===== src/rtl/mips_pkg.sv =====
// Shared datapath constants for the MIPS routing blocks.
package mips_pkg;
    localparam int   WORD_W   = 32;
    localparam logic SEL_OUT0 = 1'b0;
    localparam logic SEL_OUT1 = 1'b1;
endpackage


===== src/rtl/word_fifo.sv =====
// Small word FIFO with occupancy counter. The head word is read straight from
// the storage array, so a word written at one edge is visible only after it.
// Full and empty are decided by the counter, never by pointer comparison.
module word_fifo
    import mips_pkg::*;
#(
    parameter int DEPTH = 2,
    parameter int CNT_W = 2
) (
    input  logic              clk,
    input  logic              rst_n,
    input  logic              push,
    input  logic [WORD_W-1:0] push_data,
    input  logic              pop,
    output logic [WORD_W-1:0] head_data,
    output logic [CNT_W-1:0]  count,
    output logic              full,
    output logic              empty
);
    localparam int PTR_W = (DEPTH > 1) ? $clog2(DEPTH) : 1;

    logic [WORD_W-1:0] mem_reg [DEPTH];
    logic [PTR_W-1:0]  wr_ptr_reg;
    logic [PTR_W-1:0]  rd_ptr_reg;
    logic [CNT_W-1:0]  count_reg;
    logic [CNT_W-1:0]  count_next;
    logic              do_push;
    logic              do_pop;

    assign full      = (count_reg == CNT_W'(DEPTH));
    assign empty     = (count_reg == '0);
    assign do_push   = push & ~full;
    assign do_pop    = pop & ~empty;
    assign head_data = mem_reg[rd_ptr_reg];
    assign count     = count_reg;

    // Occupancy update: a simultaneous push and pop leaves the count unchanged.
    always_comb begin
        count_next = count_reg;
        case ({do_push, do_pop})
            2'b10:   count_next = count_reg + 1'b1;
            2'b01:   count_next = count_reg - 1'b1;
            default: count_next = count_reg;
        endcase
    end

    // Pointers and counter; pointers wrap naturally modulo DEPTH.
    always_ff @(posedge clk) begin
        if (!rst_n) begin
            wr_ptr_reg <= '0;
            rd_ptr_reg <= '0;
            count_reg  <= '0;
        end else begin
            if (do_push) wr_ptr_reg <= wr_ptr_reg + 1'b1;
            if (do_pop)  rd_ptr_reg <= rd_ptr_reg + 1'b1;
            count_reg <= count_next;
        end
    end

    // Storage array; cleared on reset so the head word reads zero afterwards.
    always_ff @(posedge clk) begin
        if (!rst_n) begin
            for (int i = 0; i < DEPTH; i++) mem_reg[i] <= '0;
        end else if (do_push) begin
            mem_reg[wr_ptr_reg] <= push_data;
        end
    end
endmodule


===== src/rtl/demux32bit_buf.sv =====
// Registered 1-to-2 word demultiplexer: each accepted word is buffered in the
// FIFO chosen by sel. in_ready looks only at sel and registered occupancy, so
// there is no combinational path from either consumer's ready to the producer.
module demux32bit_buf
    import mips_pkg::*;
#(
    parameter int DEPTH = 2,
    parameter int CNT_W = 2
) (
    input  logic              clk,
    input  logic              rst_n,
    input  logic [WORD_W-1:0] Data_in,
    input  logic              sel,
    input  logic              in_valid,
    output logic              in_ready,
    output logic [WORD_W-1:0] Data_out_0,
    output logic              out_valid_0,
    input  logic              out_ready_0,
    output logic [WORD_W-1:0] Data_out_1,
    output logic              out_valid_1,
    input  logic              out_ready_1,
    output logic [CNT_W-1:0]  count_0,
    output logic [CNT_W-1:0]  count_1
);
    logic full_0, full_1;
    logic empty_0, empty_1;
    logic push_0, push_1;

    // Destination decode and ready mux.
    always_comb begin
        in_ready = (sel == SEL_OUT0) ? ~full_0 : ~full_1;
        push_0   = in_valid & in_ready & (sel == SEL_OUT0);
        push_1   = in_valid & in_ready & (sel == SEL_OUT1);
    end

    assign out_valid_0 = ~empty_0;
    assign out_valid_1 = ~empty_1;

    word_fifo #(.DEPTH(DEPTH), .CNT_W(CNT_W)) u_fifo_0 (
        .clk       (clk),
        .rst_n     (rst_n),
        .push      (push_0),
        .push_data (Data_in),
        .pop       (out_ready_0),
        .head_data (Data_out_0),
        .count     (count_0),
        .full      (full_0),
        .empty     (empty_0)
    );

    word_fifo #(.DEPTH(DEPTH), .CNT_W(CNT_W)) u_fifo_1 (
        .clk       (clk),
        .rst_n     (rst_n),
        .push      (push_1),
        .push_data (Data_in),
        .pop       (out_ready_1),
        .head_data (Data_out_1),
        .count     (count_1),
        .full      (full_1),
        .empty     (empty_1)
    );
endmodule


===== config.mk =====
export PLATFORM = sky130hd
export DESIGN_NAME = demux32bit_buf
export DESIGN_NICKNAME = d
export VERILOG_FILES = /design/src/rtl/mips_pkg.sv /design/src/rtl/word_fifo.sv /design/src/rtl/demux32bit_buf.sv
export SDC_FILE = /design/constraint.sdc
export NUM_CORES = 1
export LEC_CHECK = 0
export BUFFER_PORTS_ARGS = -buffer_cell sky130_fd_sc_hd__buf_4
export CAP_MARGIN = 10
export CORE_UTILIZATION = 46
export CTS_BUF_LIST = sky130_fd_sc_hd__clkbuf_8
export DETAILED_ROUTE_END_ITERATION = 6
export PLACE_DENSITY = 0.68
export SYNTH_ARGS = -nofsm -noshare
export SYNTH_HDL_FRONTEND = slang
export SYNTH_SLANG_ARGS = --single-unit

===== constraint.sdc =====
create_clock -name clk -period 4.8 [get_ports clk]
set_clock_uncertainty 0.05 [all_clocks]
set_input_delay 0.96 -clock clk [delete_from_list [all_inputs] [get_ports clk]]
set_output_delay 0.96 -clock clk [all_outputs]
set_load 0.01 [all_outputs]

==> results of run 1 <==
## power breakdown
part	leakage (nW)	switching [W]	internal [W]
sequential	1.42	0.000130	0.00144
combinational	1.35	0.000328	0.000449
clock	0.231	0.000431	0.000612
total	3.01	0.000889	0.00250
## metrics by stage
step	instances	power (W)	util, %	hold slack, ns
after floorplan	394	0.00201	-	0.454
after global placement	657	0.00237	55.1	0.469
after detailed placement	657	0.00239	55.1	0.479
after CTS	689	0.00343	58.6	0.500
after global routing	689	0.00354	58.6	0.532
final	689	0.00339	58.6	0.491
## metal layers
layer / up-vias / routed length (um) / GRT usage [%]
met3: 9 / 624 / 5.92
met5: - / 0 / 0
li1: 1616 / - / -
met4: 0 / 93 / 5.32
met1: 1682 / 5110 / 21.9
met2: 84 / 5830 / 30.7
## tightest hold or removal path, stage by stage, from the launching register on
cell	delay, ns
dfxtp_1	0.33
xnor2_1	0.08
nor2b_1	0.10
## cells in the final DEF, fill, tap and decap left out, drive strengths merged
master	netlist	final
edfxtp	128	128
a21o	2	2
clkinv	0	4
o21ai	5	5
nor2b	6	6
bufinv	0	5
nand3b	1	1
dfxtp	10	10
and2	132	132
mux2	64	64
mux2i	1	1
ha	2	2
xnor2	6	6
or2	2	2
clkinvlp	0	2
buf	15	112
nor4b	3	3
clkbuf	6	17
nor4	1	1
or3	2	2
inv	1	5
or3b	1	1
nand2b	1	1
o21a	2	2
a21boi	2	2
nand2	1	1
## final cells by class
type | instances | area, um2 | share of cell area (%)
inverters | 1 | 3.75 | 0.0502
repair buffers | 112 | 841 | 11.2
well taps | 172 | 215 | 2.88
multi-input cells | 234 | 1930 | 25.8
clock buffers | 17 | 234 | 3.13
flip-flops and latches | 138 | 4050 | 54.1
clock inverters | 15 | 211 | 2.83
## final timing paths
| kind | to | slack (ns) | depth (start not counted) |
|---|---|---|---|
| setup / recovery | Data_out_1[22] | 1.86 | 2 |
| hold / removal | flip-flop | 0.49 | 2 |
| setup reg to reg | u_fifo_1.mem_reg[0][1] | 2.40 | 3 |
| hold reg to reg | flip-flop | 0.49 | 2 |
## Yosys cell counts, types with 2 or more instances
cell	count	area [um2]
clkbuf_1	3	11.3
or3_1	2	12.5
mux2_2	60	676
xnor2_1	6	52.6
o21a_1	2	15.0
nor4b_4	3	71.3
and2_1	132	826
nor2b_1	4	25.0
buf_6	6	67.6
buf_2	9	45.0
a21boi_0	2	15.0
a21o_1	2	15.0
o21ai_0	5	25.0
mux2_1	4	45.0
ha_1	2	25.0
or2_2	2	12.5
clkbuf_2	3	15.0
edfxtp_1	128	3840
nor2b_2	2	17.5
dfxtp_1	10	200
## kinds of logic after synthesis
logic type	share of synthesized area [%]
xor+xnor	0.864
compound gates	1.15
fa+ha+maj	0.412
buf+inv	2.35
mux	12.0
simple gates	16.7
flops	66.5
==> results.yml, run 1 <==
clock_network:
  cts_root_buffer: "clkbuf_8"
  cts_sinks: 138
  max-clock-path-buffers: 2
  postCtsHoldBufs: 0
  cts_made_buffers: 17
  clkLatencyLatePin_ns: 0.43
  clkTransAtPathRegs_ns: 0.08
  postCtsResizedCells: 0
  post-cts-setup-buffers: 0
  cts_tree: "done"
  cts-htree-levels: 4
logic_synthesis:
  synth_nets: 434
  synth_cells: 394
  avgSynthCellArea_um2: 15.4
  yosys_warnings: 0
  synth_edf_count: 128
  synth_area_mm2: 0.00608
  async_reset_ff_share_pct: 0
  synth.yosys.seq_area_share_pct: 66.5
  synth_seq_cells: 138
  synthDistinctLibCells: 27
  synth-main-ff-cell: "edfxtp_1"
final_layout:
  stdcell_area_mm2: 0.00748
  num_antenna_cells: 0
  drive_gt1_share_pct: 41.6
  nNetsFinal: 544
  flow.area_growth_from_synthesis_pct: 23.0
  fillers: 1024
timing:
  fin_tns_setup_ns: 0
  hold_viol: 0
  relSlewSlack_pct: 17.9
  setup_viol_count_final: 0
  slew_viol_final: 0
  fin_crit_ns: 2.94
  clock.fmax_ghz: 0.341
  grt_setup_unrepaired: "no"
  period_share_pct: 61.2
  worstMarginPinSlew_ns: 1.23
  setup_slack_ns: 1.86
worst_hold_path:
  min_from: "u_fifo_0.rd_ptr_reg"
  hp-class: "flip-flop to flip-flop"
critical_path:
  path_cells: "mux2_2 -> buf_4"
  critical-path-top-delay-family: "flip-flops"
  cp_num_buf_inv: 1
  arrival_ns: 1.93
  critPathKind: "flip-flop to output port"
  critPathSlowestCell: "dfxtp_2"
  worstSetupEndpointType: "output port"
  slowest_delay_ns: 0.92
  critical_path_required_ns: 3.79
  start_kind: "flip-flop"
  crit_fanout: 32
  r2r-start: "u_fifo_1.count[0]"
placed_design:
  portBuffers: 108
  dpl_worst_slack_ns: 1.66
  dp_hpwl_um: 7200
  place_area_mm2: 0.00704
  gp_congestion: 0.755
power_and_ir_drop:
  peakVddDrop_mv: 0.230
  p_leak_nw: 3.01
  power_density_mw_per_mm2: 453
outcome:
  status: "finished clean"
grt:
  grt_pass1_wl_um: 17700
  grt_max_degree: 34
  grt.overflow.total: 0
  grt_use_total_pct: 18.0
  grt_pass1_vias: 3382
  antenna_found_initial: 0
route:
  totalWireLength_um: 11700
  viasPerCell: 4.92
  wl_per_cell_um: 16.9
  via_count: 3391
  drtAntennaViolNets: 0
  firstDrtPassIters: 4
  drt_iter0_drc: 209
  drcViolationCount: 0
die:
  dieArea_mm2: 0.0137
  io_pins: 109
  core_mm2: 0.0128
  row_count: 41
  initial_utilization_pct: 47.6
  fp.dieW_um: 117
  die_h_um: 117
job:
  maxCapViolCount: 0
(Power assumes the default switching activity.)
==> inputs of run 2 (changes only) <==
- ABC_AREA: unset -> 1
- PLACE_DENSITY: 0.68 -> 0.7
- clock period: 4.8 -> 2.4 ns (I/O delays scaled with it)
==> results.yml, run 2 <==
power_and_ir_drop:
  p_sw_w: 0.00158
  p_clk_share_pct: 30.9
  power_density_mw_per_mm2: 724
  seq_power_share_pct: 48.9
  finalPower_w: 0.00591
  p_int_w: 0.00434
  switching_share_pct: 26.7
  combPwrFrac_pct: 20.3
  peakVddDrop_mv: 0.334
  p_leak_nw: 3.13
critical_path:
  start_kind: "flip-flop"
  critical-path-top-delay-family: "flip-flops"
  critPathKind: "flip-flop to output port"
  r2r-end: "u_fifo_1.mem_reg[0][28]"
  critical_path_depth: 3
  critical_path_required_ns: 1.87
  arrival_ns: 1.68
  worstSetupEndpointType: "output port"
  r2r-start: "u_fifo_1.count[0]"
  path_cells: "buf_12 -> mux2_2 -> buf_4"
  critPathSlowestCell: "dfxtp_4"
  crit_fanout: 19
  slowest_delay_ns: 0.50
  cp_num_buf_inv: 2
  endpoint: "Data_out_1[13]"
  regToRegSetupSlack_ns: 0.47
  rr_worst_depth: 5
logic_synthesis:
  avgSynthCellArea_um2: 14.5
  synth_area_mm2: 0.00674
  synth_cells: 464
  synth_seq_cells: 138
  synthTopCellsByArea: "edfxtp_1 (57%), nor3_2 (17%), mux2_2 (10%)"
  yosys.area.top_type: "edfxtp_1"
  synth.yosys.seq_area_share_pct: 60.0
  synth_commonest_cells: "edfxtp_1 (128), nor3_2 (114), mux2_2 (60)"
  async_reset_ff_share_pct: 0
  synth_nets: 504
  synthDistinctLibCells: 26
  synth_edf_count: 128
  yosys_warnings: 0
  yosysMostFrequentCell: "edfxtp_1"
  yosysTopAreaCellShare_pct: 57.1
  synth-main-ff-cell: "edfxtp_1"
timing:
  grt_setup_unrepaired: "no"
  relSlewSlack_pct: 58.1
  setup_viol_count_final: 0
  worstMarginPinSlew_ns: 0.629
  setup_slack_ns: 0.188
  period_share_pct: 92.2
  fin_crit_ns: 2.21
  clock.fmax_ghz: 0.452
  hold_viol: 0
  fin_tns_setup_ns: 0
  slew_viol_final: 0
final_layout:
  num_antenna_cells: 0
  flow.area_growth_from_synthesis_pct: 21.2
  nNetsFinal: 613
  stdcell_area_mm2: 0.00817
  drive_gt1_share_pct: 59.1
  layout_commonest_cell: "edfxtp_1"
  layout_common_cells: "edfxtp_1 (128), buf_4 (116), nor3_2 (114)"
clock_network:
  cts-htree-levels: 4
  max-clock-path-buffers: 2
  clkLatencyLatePin_ns: 0.44
  post-cts-setup-buffers: 0
  cts_sinks: 138
  postCtsHoldBufs: 0
  cts_made_buffers: 17
  cts_root_buffer: "clkbuf_8"
  postCtsResizedCells: 0
  cts_tree: "done"
  clkTransAtPathRegs_ns: 0.07
grt:
  grt_use_total_pct: 20.4
  antenna_found_initial: 0
  grt_max_degree: 34
  grt_pass1_wl_um: 22400
  grt.overflow.total: 0
  grt_pass1_vias: 4198
die:
  fp.dieW_um: 123
  initial_utilization_pct: 47.8
  die_h_um: 123
  core_mm2: 0.0141
  dieArea_mm2: 0.0151
  row_count: 43
  io_pins: 109
job:
  maxCapViolCount: 0
route:
  drcViolationCount: 0
  drt_iter0_drc: 219
  firstDrtPassIters: 5
  via_count: 4041
  totalWireLength_um: 14500
  drtAntennaViolNets: 0
  viasPerCell: 5.28
  wl_per_cell_um: 19.0
placed_design:
  portBuffers: 108
  gp_congestion: 0.766
  dpl_worst_slack_ns: 0.482
  dp_hpwl_um: 9230
  place_area_mm2: 0.00779
outcome:
  status: "finished clean"
worst_hold_path:
  hp-class: "input port to flip-flop"
==> run 2: area by class of cell <==
cell class	instances	area (um2)
sequential	138	4050
inverter	44	166
timing repair buffer	124	1030
tap	180	225
fill	1150	5930
clock inverter	14	140
clock buffer	17	234
multi-input combinational	248	2320
==> run 2: through the flow <==
step / hold WS (ns) / utilization (%) / instances
after floorplan: 0.417 / - / 464
after detailed placement: 0.461 / 55.3 / 734
after global placement: 0.437 / 55.3 / 734
after CTS: 0.264 / 57.9 / 765
final: 0.291 / 57.9 / 765
after global routing: 0.314 / 57.9 / 765
==> run 2: how the worst min path moves through the flow <==
stage	from	to	slack (ns)	depth (start not counted)
2_1_floorplan	u_fifo_0.rd_ptr_reg	flip-flop	0.42	2
3_3_place_gp	u_fifo_0.rd_ptr_reg	u_fifo_0.rd_ptr_reg	0.44	2
3_5_place_dp	u_fifo_0.rd_ptr_reg	u_fifo_0.rd_ptr_reg	0.46	2
4_1_cts	out_ready_0	flip-flop	0.26	4
5_1_grt	out_ready_0	flip-flop	0.31	4
6_report	out_ready_0	flip-flop	0.29	4
==> run 2: power groups by stage <==
stage | Sequential, W | Clock [W] | Combinational, W
floorplan | 0.00291 | 0 | 0.000716
global placement | 0.00293 | 0 | 0.00119
detailed placement | 0.00294 | 0 | 0.00121
CTS | 0.00289 | 0.00186 | 0.00121
global route | 0.00291 | 0.00196 | 0.00129
finish | 0.00289 | 0.00183 | 0.00120
==> run 2: metal layers <==
layer,up-vias,global-route usage (%),wire [um]
met5,-,0,0
met4,0,7.53,180
met3,14,4.94,798
met2,105,33.6,7420
met1,2029,26.1,6130
li1,1893,-,-
==> run 2: cell families after synthesis <==
family | count (synthesis) | share of synthesized area [%]
flip-flops | 138 | 60.0
buffers and inverters | 78 | 5.98
AND/OR/NAND/NOR | 172 | 22.1
AO/OA/AOI/OAI | 10 | 0.836
adder cells (fa/ha/maj) | 2 | 0.371
multiplexers | 64 | 10.7
==> run 2: tightest hold or removal path, delay by kind of cell <==
family        cells  cell delay, ns
simple gates      3            0.17
buf+inv           1            0.08
